<file path="src/rtl/mem_device_responder_pkg.sv">
// Shared encodings for the memory read path: responder FSM, controller FSM,
// and a width helper for array indexing.
package mem_device_responder_pkg;

  typedef enum logic [1:0] {
    ST_IDLE  = 2'd0,
    ST_WAIT  = 2'd1,
    ST_READY = 2'd2
  } resp_state_t;

  typedef enum logic [1:0] {
    CTRL_IDLE     = 2'd0,
    CTRL_REQ      = 2'd1,
    CTRL_WAIT_RDY = 2'd2,
    CTRL_RELEASE  = 2'd3
  } ctrl_state_t;

  // Ceiling log2; returns 0 for values <= 1.
  function automatic int clog2(input int value);
    int r;
    int v;
    r = 0;
    v = value - 1;
    while (v > 0) begin
      r++;
      v = v >> 1;
    end
    return r;
  endfunction

endpackage

</file>
<file path="src/rtl/mem_device_responder_mem_array.sv">
// Single-port storage: synchronous write, combinational read.
// A read and a write to the same word at one edge returns the old contents.
module mem_array #(
  parameter int DATA_W = 16,
  parameter int DEPTH  = 256,
  parameter int IDX_W  = 8
) (
  input  logic              clk,
  input  logic              i_we,
  input  logic [IDX_W-1:0]  i_waddr,
  input  logic [DATA_W-1:0] i_wdata,
  input  logic [IDX_W-1:0]  i_raddr,
  output logic [DATA_W-1:0] o_rdata
);

  logic [DATA_W-1:0] r_mem [DEPTH];

  // Backdoor write; contents are intentionally never cleared by reset.
  always_ff @(posedge clk) begin
    if (i_we) begin
      r_mem[i_waddr] <= i_wdata;
    end
  end

  assign o_rdata = r_mem[i_raddr];

endmodule

</file>
<file path="src/rtl/mem_device_responder.sv">
// Memory-side responder: accepts a read, inserts WAIT_CYCLES wait states,
// then presents registered data with mem_ready until mem_cs is released.
module mem_device_responder
  import mem_device_responder_pkg::*;
#(
  parameter int size        = 16,
  parameter int DEPTH       = 256,
  parameter int WAIT_CYCLES = 2
) (
  input  logic            clk,
  input  logic            rst,
  input  logic            mem_cs,
  input  logic            mem_read,
  input  logic [size-1:0] mem_addr_bus,
  output logic            mem_ready,
  output logic [size-1:0] mem_data_bus,
  output logic            addr_err,
  input  logic            ld_en,
  input  logic [size-1:0] ld_addr,
  input  logic [size-1:0] ld_data
);

  localparam int              AW      = clog2(DEPTH);
  localparam int              IDX_W   = (AW < 1) ? 1 : AW;
  localparam logic [size:0]   DEPTH_L = (size + 1)'(DEPTH);
  localparam logic [3:0]      WAIT_L  = 4'(WAIT_CYCLES);

  resp_state_t     r_state;
  resp_state_t     w_next;
  logic [3:0]      r_cnt;
  logic [size-1:0] r_addr;

  logic            w_accept;
  logic            w_enter_ready;
  logic            w_release;
  logic [size-1:0] w_rd_addr;
  logic            w_rd_oor;
  logic [size-1:0] w_rd_data;
  logic            w_ld_we;

  assign w_accept = mem_cs & mem_read;

  // With zero wait states READY is entered from IDLE at the accepting edge,
  // before the address register is loaded, so read straight from the bus.
  assign w_rd_addr = (r_state == ST_IDLE) ? mem_addr_bus : r_addr;
  assign w_rd_oor  = ({1'b0, w_rd_addr} >= DEPTH_L);
  assign w_ld_we   = ld_en & ({1'b0, ld_addr} < DEPTH_L);

  mem_array #(
    .DATA_W (size),
    .DEPTH  (DEPTH),
    .IDX_W  (IDX_W)
  ) u_mem_array (
    .clk     (clk),
    .i_we    (w_ld_we),
    .i_waddr (ld_addr[IDX_W-1:0]),
    .i_wdata (ld_data),
    .i_raddr (w_rd_addr[IDX_W-1:0]),
    .o_rdata (w_rd_data)
  );

  // Next-state decode and READY entry/exit strobes.
  always_comb begin
    w_next        = r_state;
    w_enter_ready = 1'b0;
    w_release     = 1'b0;
    case (r_state)
      ST_IDLE: begin
        if (w_accept) begin
          if (WAIT_CYCLES == 0) begin
            w_next        = ST_READY;
            w_enter_ready = 1'b1;
          end else begin
            w_next = ST_WAIT;
          end
        end
      end
      ST_WAIT: begin
        if (!mem_cs) begin
          w_next = ST_IDLE;
        end else if (r_cnt == 4'd1) begin
          w_next        = ST_READY;
          w_enter_ready = 1'b1;
        end
      end
      ST_READY: begin
        if (!mem_cs) begin
          w_next    = ST_IDLE;
          w_release = 1'b1;
        end
      end
      default: w_next = ST_IDLE;
    endcase
  end

  // State register and wait-state counter.
  always_ff @(posedge clk) begin
    if (rst) begin
      r_state <= ST_IDLE;
      r_cnt   <= 4'd0;
    end else begin
      r_state <= w_next;
      if (r_state == ST_IDLE && w_accept) begin
        r_cnt <= WAIT_L;
      end else if (r_state == ST_WAIT && r_cnt != 4'd0) begin
        r_cnt <= r_cnt - 4'd1;
      end
    end
  end

  // Request address capture; only meaningful while a transaction is open.
  always_ff @(posedge clk) begin
    if (r_state == ST_IDLE && w_accept) begin
      r_addr <= mem_addr_bus;
    end
  end

  // Response registers: loaded once at READY entry, held, cleared on release.
  always_ff @(posedge clk) begin
    if (rst) begin
      mem_ready    <= 1'b0;
      mem_data_bus <= '0;
      addr_err     <= 1'b0;
    end else if (w_enter_ready) begin
      mem_ready    <= 1'b1;
      mem_data_bus <= w_rd_oor ? '0 : w_rd_data;
      addr_err     <= w_rd_oor;
    end else if (w_release) begin
      mem_ready    <= 1'b0;
      mem_data_bus <= '0;
      addr_err     <= 1'b0;
    end
  end

endmodule

</file>
<file path="config.mk">
export PLATFORM = sky130hd
export DESIGN_NAME = mem_device_responder
export DESIGN_NICKNAME = d
export VERILOG_FILES = /design/src/rtl/mem_device_responder_pkg.sv /design/src/rtl/mem_device_responder_mem_array.sv /design/src/rtl/mem_device_responder.sv
export SDC_FILE = /design/constraint.sdc
export NUM_CORES = 2
export LEC_CHECK = 0
export CORE_UTILIZATION = 40
export CTS_BUF_LIST = sky130_fd_sc_hd__clkbuf_8
export CTS_CLUSTER_SIZE = 12
export DETAILED_ROUTE_END_ITERATION = 12
export PLACE_DENSITY = 0.68
export SYNTH_ARGS = -nofsm -noshare
export SYNTH_HDL_FRONTEND = slang
export SYNTH_SLANG_ARGS = --single-unit
</file>
<file path="constraint.sdc">
create_clock -name clk -period 3 [get_ports clk]
set_input_delay 0.6 -clock clk [delete_from_list [all_inputs] [get_ports clk]]
set_output_delay 0.6 -clock clk [all_outputs]
set_load 0.01 [all_outputs]
</file>
* Word-level counts from Yosys, hierarchy flattened
Memory sizes are Yosys's and may differ from the RTL's.
Index checks and enable logic that the tools add are counted.
** Cells by class
- Add/sub/neg operators :: 1
- Order comparisons :: 2
- Equal/unequal tests :: 6
- Muxes and demuxes :: 21
- Bitwise gates (word level) :: 2
- Reduce and logical (&&, ||, !) cells :: 8
** Operators by type and width (number)
- 2-to-1 mux 16 bit :: 4
- >= comparator 16 x 9 -> 1 bit (second input constant) :: 1
- less-than comparator 16 x 9 -> 1 bit (second input constant) :: 1
- 2-to-1 mux 2 bit :: 6
- 2-to-1 mux 1 bit :: 10
- one-hot mux 2 bit (3 select lines) :: 1
- equality test 4 x 1 -> 1 bit (second input constant) :: 1
- inequality test 2 bit (second input constant) :: 2
- nonzero test 2 bit :: 2
- nonzero test 4 bit :: 1
- subtractor 4 x 1 -> 4 bit (second input constant) :: 1
- inequality test 3 bit (second input constant) :: 1
- AND reduction 3 bit :: 1
- AND 1 bit :: 2
- equality test 2 x 1 -> 1 bit (second input constant) :: 1
- equality test 2 bit (second input constant) :: 1
- logical AND 1 bit :: 2
- logical NOT 2 bit :: 1
- OR reduction 2 bit :: 1
** Storage, ports and cells
- Flip-flop bits (word level) :: 40
- RAM bits :: 4096
- Input bits :: 53
- Output and inout bits :: 18
- Memories kept :: 1
** Memories
- u_mem_array.r_mem :: depth 256, bits a word 16, rd ports 1, clocked after Yosys merged registers in 0, wr ports 1, RTL line mem_device_responder_mem_array.sv:16 : logic [DATA_W-1:0] r_mem [DEPTH];

* Depth between registers and ports, before layout
- Depth in word-level cells :: 5
- Gate-level depth with buffers :: 16
- Depth with buffers taken out :: 9

* Cells and area by module
Synthesis repeated with hierarchy kept, for this count alone.
** Second synthesis, totals
- Cell total of the unflattened synthesis :: 7461
- Area total of the unflattened synthesis :: 159987.2 sq um
** Modules (own cells, without submodules)
- mem_array :: times used 1, cells an instance 7344, area each 158394.4 sq um, seq. area each 122998.0 sq um
- mem_device_responder :: times used 1, cells an instance 117, area each 1592.8 sq um, seq. area each 960.9 sq um

* Worst setup path before layout
No wires, ideal clock.
- Kind :: input port to flip-flop
- Start point :: input port mem_addr_bus[0]
- End point :: register mem_data_bus[15]
- Arrival time :: 2.965 ns
- Data required time :: 2.874 ns
- Path slack :: -0.091 ns
- Cell stages on the path :: 13
- Path through :: or3b_1 buf_6 nand2_4 buf_12 buf_12 buf_8 buf_6 buf_4 mux4_2 a211oi_1 nand4_1 nand4_1 o211ai_1
** Between the ends
- Cells in the longest elaborated chain, start to end :: 4
** RTL lines
- start, declared :: RTL line mem_device_responder.sv:14 : input logic [size-1:0] mem_addr_bus,
- 2-to-1 mux 16 bit (*) :: RTL line mem_device_responder.sv:45 : assign w_rd_addr = (r_state == ST_IDLE) ? mem_addr_bus : r_addr;
- memory read (256 x 16 bit) / >= comparator 16 x 9 -> 1 bit (equally long branches)
- 2-to-1 mux 16 bit (*) :: RTL line mem_device_responder.sv:126 : mem_data_bus <= w_rd_oor ? '0 : w_rd_data;
- 2-to-1 mux 16 bit (*) :: RTL line mem_device_responder.sv:124 : end else if (w_enter_ready) begin
- end signal, assigned :: RTL line mem_device_responder.sv:126
- end, declared :: RTL line mem_device_responder.sv:16 : output logic [size-1:0] mem_data_bus,
Every way passes the cells marked *; elsewhere a longest branch is shown, timed or not.
A chain may end at the register's enable or synchronous reset.

* Worst setup path in the final report
- Start point :: register r_state[0]
- End point :: register mem_data_bus[15]
** Between the ends
- Cells in the longest elaborated chain, start to end :: 5
** RTL lines
- start, declared :: RTL line mem_device_responder.sv:28 : resp_state_t r_state;
- start signal, assigned :: RTL line mem_device_responder.sv:102 : r_state <= w_next;
- logical NOT 2 bit :: RTL line mem_device_responder.sv:45
- 2-to-1 mux 16 bit :: RTL line mem_device_responder.sv:45
- memory read (256 x 16 bit) / >= comparator 16 x 9 -> 1 bit (equally long branches)
- 2-to-1 mux 16 bit :: RTL line mem_device_responder.sv:126
- 2-to-1 mux 16 bit :: RTL line mem_device_responder.sv:124
Several ways; a longest one is shown, not always the timed one.

==> flow_summary.ini <==
[setup_path]
required_ns = 4.11
arrival_ns = 4.91
path_cells = buf_12 -> or3b_4 -> nand2_8 -> buf_12 -> buf_16 -> buf_16 -> buf_6 -> mux4_2 -> a22oi_2 -> nand3_1 -> buf_6 -> o211ai_1 -> o211ai_1
startpoint_type = register
cpPeakStageDelay_ns = 0.86
endpoint_kind = register
path_max_fanout = 6
crit_buf_inv = 6
critical-path-slowest-cell = o211ai_1
crit_family = compound AO/OA/AOI/OAI gates
critPathKind = reg2reg

[logic_synthesis]
ys_seq_area_frac = 0.770
synth_area_leaders = edfxtp_1 (77%), mux4_2 (7.6%), nand2_1 (2.4%)
yosysWarnings = 0
synth_cell_types = 88
syn_avg_cell_area_sq_um = 18.3
async_reset_ff_frac = 0
syn_nets = 8847
synth_edf_count = 4112
syn_inst = 8791
synth_area_leader_cell = edfxtp_1
ys_ff_latch = 4136
yosysMostFrequentCell = edfxtp_1
synth_top_area_frac = 0.767
synthTopCellsByCount = edfxtp_1 (4112), nand2_1 (1038), mux4_2 (541)
synth_flop_cell = edfxtp_1
syn_area_sq_um = 161000

[sta]
tightest_slew_ns = 1.15
post-route-period-util = 1.27
min_period_ns = 3.80
setup_viol = 16
slew_headroom = 0.235
max_freq_ghz = 0.263
slew_violations = 0
hold_viol = 0
rsz0062_at_grt = true
setup_slack_ns = -0.800
skew_ns = 0.0985

[cts]
cts-buffers-inserted = 634
clock_latency_ns = 1.26
numClockSinks = 4136
clkTransAtPathRegs_ns = 0.06
clock_path_buffers = 4
cts_tree = yes
htreeDepth = 6
clockRootBuffer = clkbuf_8

[finish]
drive_gt1_frac = 0.295
fillers = 31848
fin_cells = 16331
syn2layout_area_growth_pct = 22.5
fin_nets = 10618

[status]
status = complete, but fails checks
violations = setup timing

[drt]
wl_mm = 518
routed_via_density = 6.03
route.vias.total = 98511
drtAntennaViolNets = 0
remaining_drc_errors = 0
drtIter0Drc = 16047
firstDrtPassIters = 7
post_drt_wl_per_cell_um = 31.7

[placement]
gp_congestion = 0.948
dpl_worst_slack_ns = -1.99
place_hpwl_mm = 331
portBuffers = 70
placed_cells_incl_taps = 15049

[floorplan]
dieArea_sq_um = 405000
start_util = 0.402
row_count = 232
fp.dieW_um = 636
core_sq_um = 400000
ioPinCount = 71
die_h_um = 636

[power_and_ir_drop]
p_leak_nw = 65.9
irDropWorstVdd_v = 0.000446
power.density_nw_per_um2 = 599

[global_route]
grt_pass1_vias = 96027
grt.total_usage = 0.247
grt_pass1_wl_mm = 717
globalRoute.totalOverflow = 0
grt_antenna_before_repair = 34
grt_max_degree = 91

[job]
maxCapViolations = 0

[min_path]
hp-class = in2reg
## power by group
part | total, mW | internal (mW) | switching [mW]
clock | 43.8 | 21.2 | 22.6
combinational | 10.8 | 4.34 | 6.49
sequential | 63.5 | 63.5 | 0.0103
## stage by stage
stage | total power, mW | setup TNS [ns] | hold WS, ns | util | instance area (sq um)
global placement | 74.3 | -27.65 | 0.449 | 0.455 | 182000
global route | 121 | -11.02 | 0.0899 | 0.493 | 197000
CTS | 118 | -9.66 | 0.0157 | 0.489 | 196000
floorplan | 69.2 | -0.0116 | 0.480 | - | 161000
finish | 118 | -10.37 | 0.0753 | 0.493 | 197000
detailed placement | 74.5 | -28.86 | 0.481 | 0.455 | 182000
## routing by layer
layer	wire, um	GRT usage	vias to the layer above
met2	233000	0.376	7414
met1	186000	0.330	50380
met4	29100	0.124	14
met3	69400	0.0654	1246
met5	100	0	-
li1	-	-	39457
## layout by cell type (no fill, tap or decap), drive strengths merged, types with 216 or more instances in the layout
cell	Yosys	routed
a211oi	216	216
and3	228	228
buf	382	1582
clkbuf	172	666
edfxtp	4112	4112
inv	13	257
mux2i	294	294
mux4	550	550
nand2	1041	1042
nand3	285	285
nor2	305	305
## layout make-up
cell class	instances	area, sq um	share of cell area
Clock inverter	472	2630	0.0134
Timing Repair Buffer	1688	19900	0.101
Clock buffer	648	8920	0.0452
Antenna cell	20	50.0	0.000254
Inverter	13	48.8	0.000247
Tap cell	5265	6590	0.0334
Sequential cell	4136	124000	0.629
Multi-Input combinational cell	4089	35000	0.178
## final timing paths
check / from / end / slack [ns] / cells past startpoint
worst min-delay path: ld_data[1] / u_mem_array.r_mem[232][1]$_DFFE_PP_ / 0.08 / 1
worst max-delay path: r_state[0]$_SDFFE_PP0P_ / mem_data_bus[15]$_SDFFE_PP0P_ / -0.80 / 13
worst min register to register: mem_ready$_SDFFE_PP0P_ / mem_ready$_SDFFE_PP0P_ / 0.49 / 2
worst max register to register: r_state[0]$_SDFFE_PP0P_ / mem_data_bus[15]$_SDFFE_PP0P_ / -0.80 / 13
## flip-flops by register name, indices dropped and copies added, names as in the netlist
register           cells
u_mem_array.r_mem   4096
mem_data_bus          16
r_addr                16
r_cnt                  4
r_state                2
addr_err               1
mem_ready              1
## cell families (layout without fill, tap and decap cells)
| kind of cell | count (synthesis) | in the layout | share of synthesized area |
|---|---|---|---|
| AOI/OAI and AO/OA | 1153 | 1153 | 0.0525 |
| muxes | 863 | 863 | 0.0968 |
| xor gates and xnor gates | 3 | 3 | 0.000163 |
| and+or+nand+nor | 2066 | 2067 | 0.0578 |
| DFF | 4136 | 4136 | 0.770 |
| other | 0 | 20 | 0 |
| adders and majority gates | 3 | 3 | 0.000233 |
| buffers and inverters | 567 | 2821 | 0.0224 |
## repair_timing
action | CTS | global route
hold buffers | 25 | 0
gates cloned | 12 | 8
buffers inserted | 42 | 63
endpoints found under the setup margin | 32 | 17
pin swaps | 52 | 85
gates resized for setup | 208 | 180
endpoints found under the hold margin | 635 | 0
Note: power is estimated with default switching activity, not from simulation.
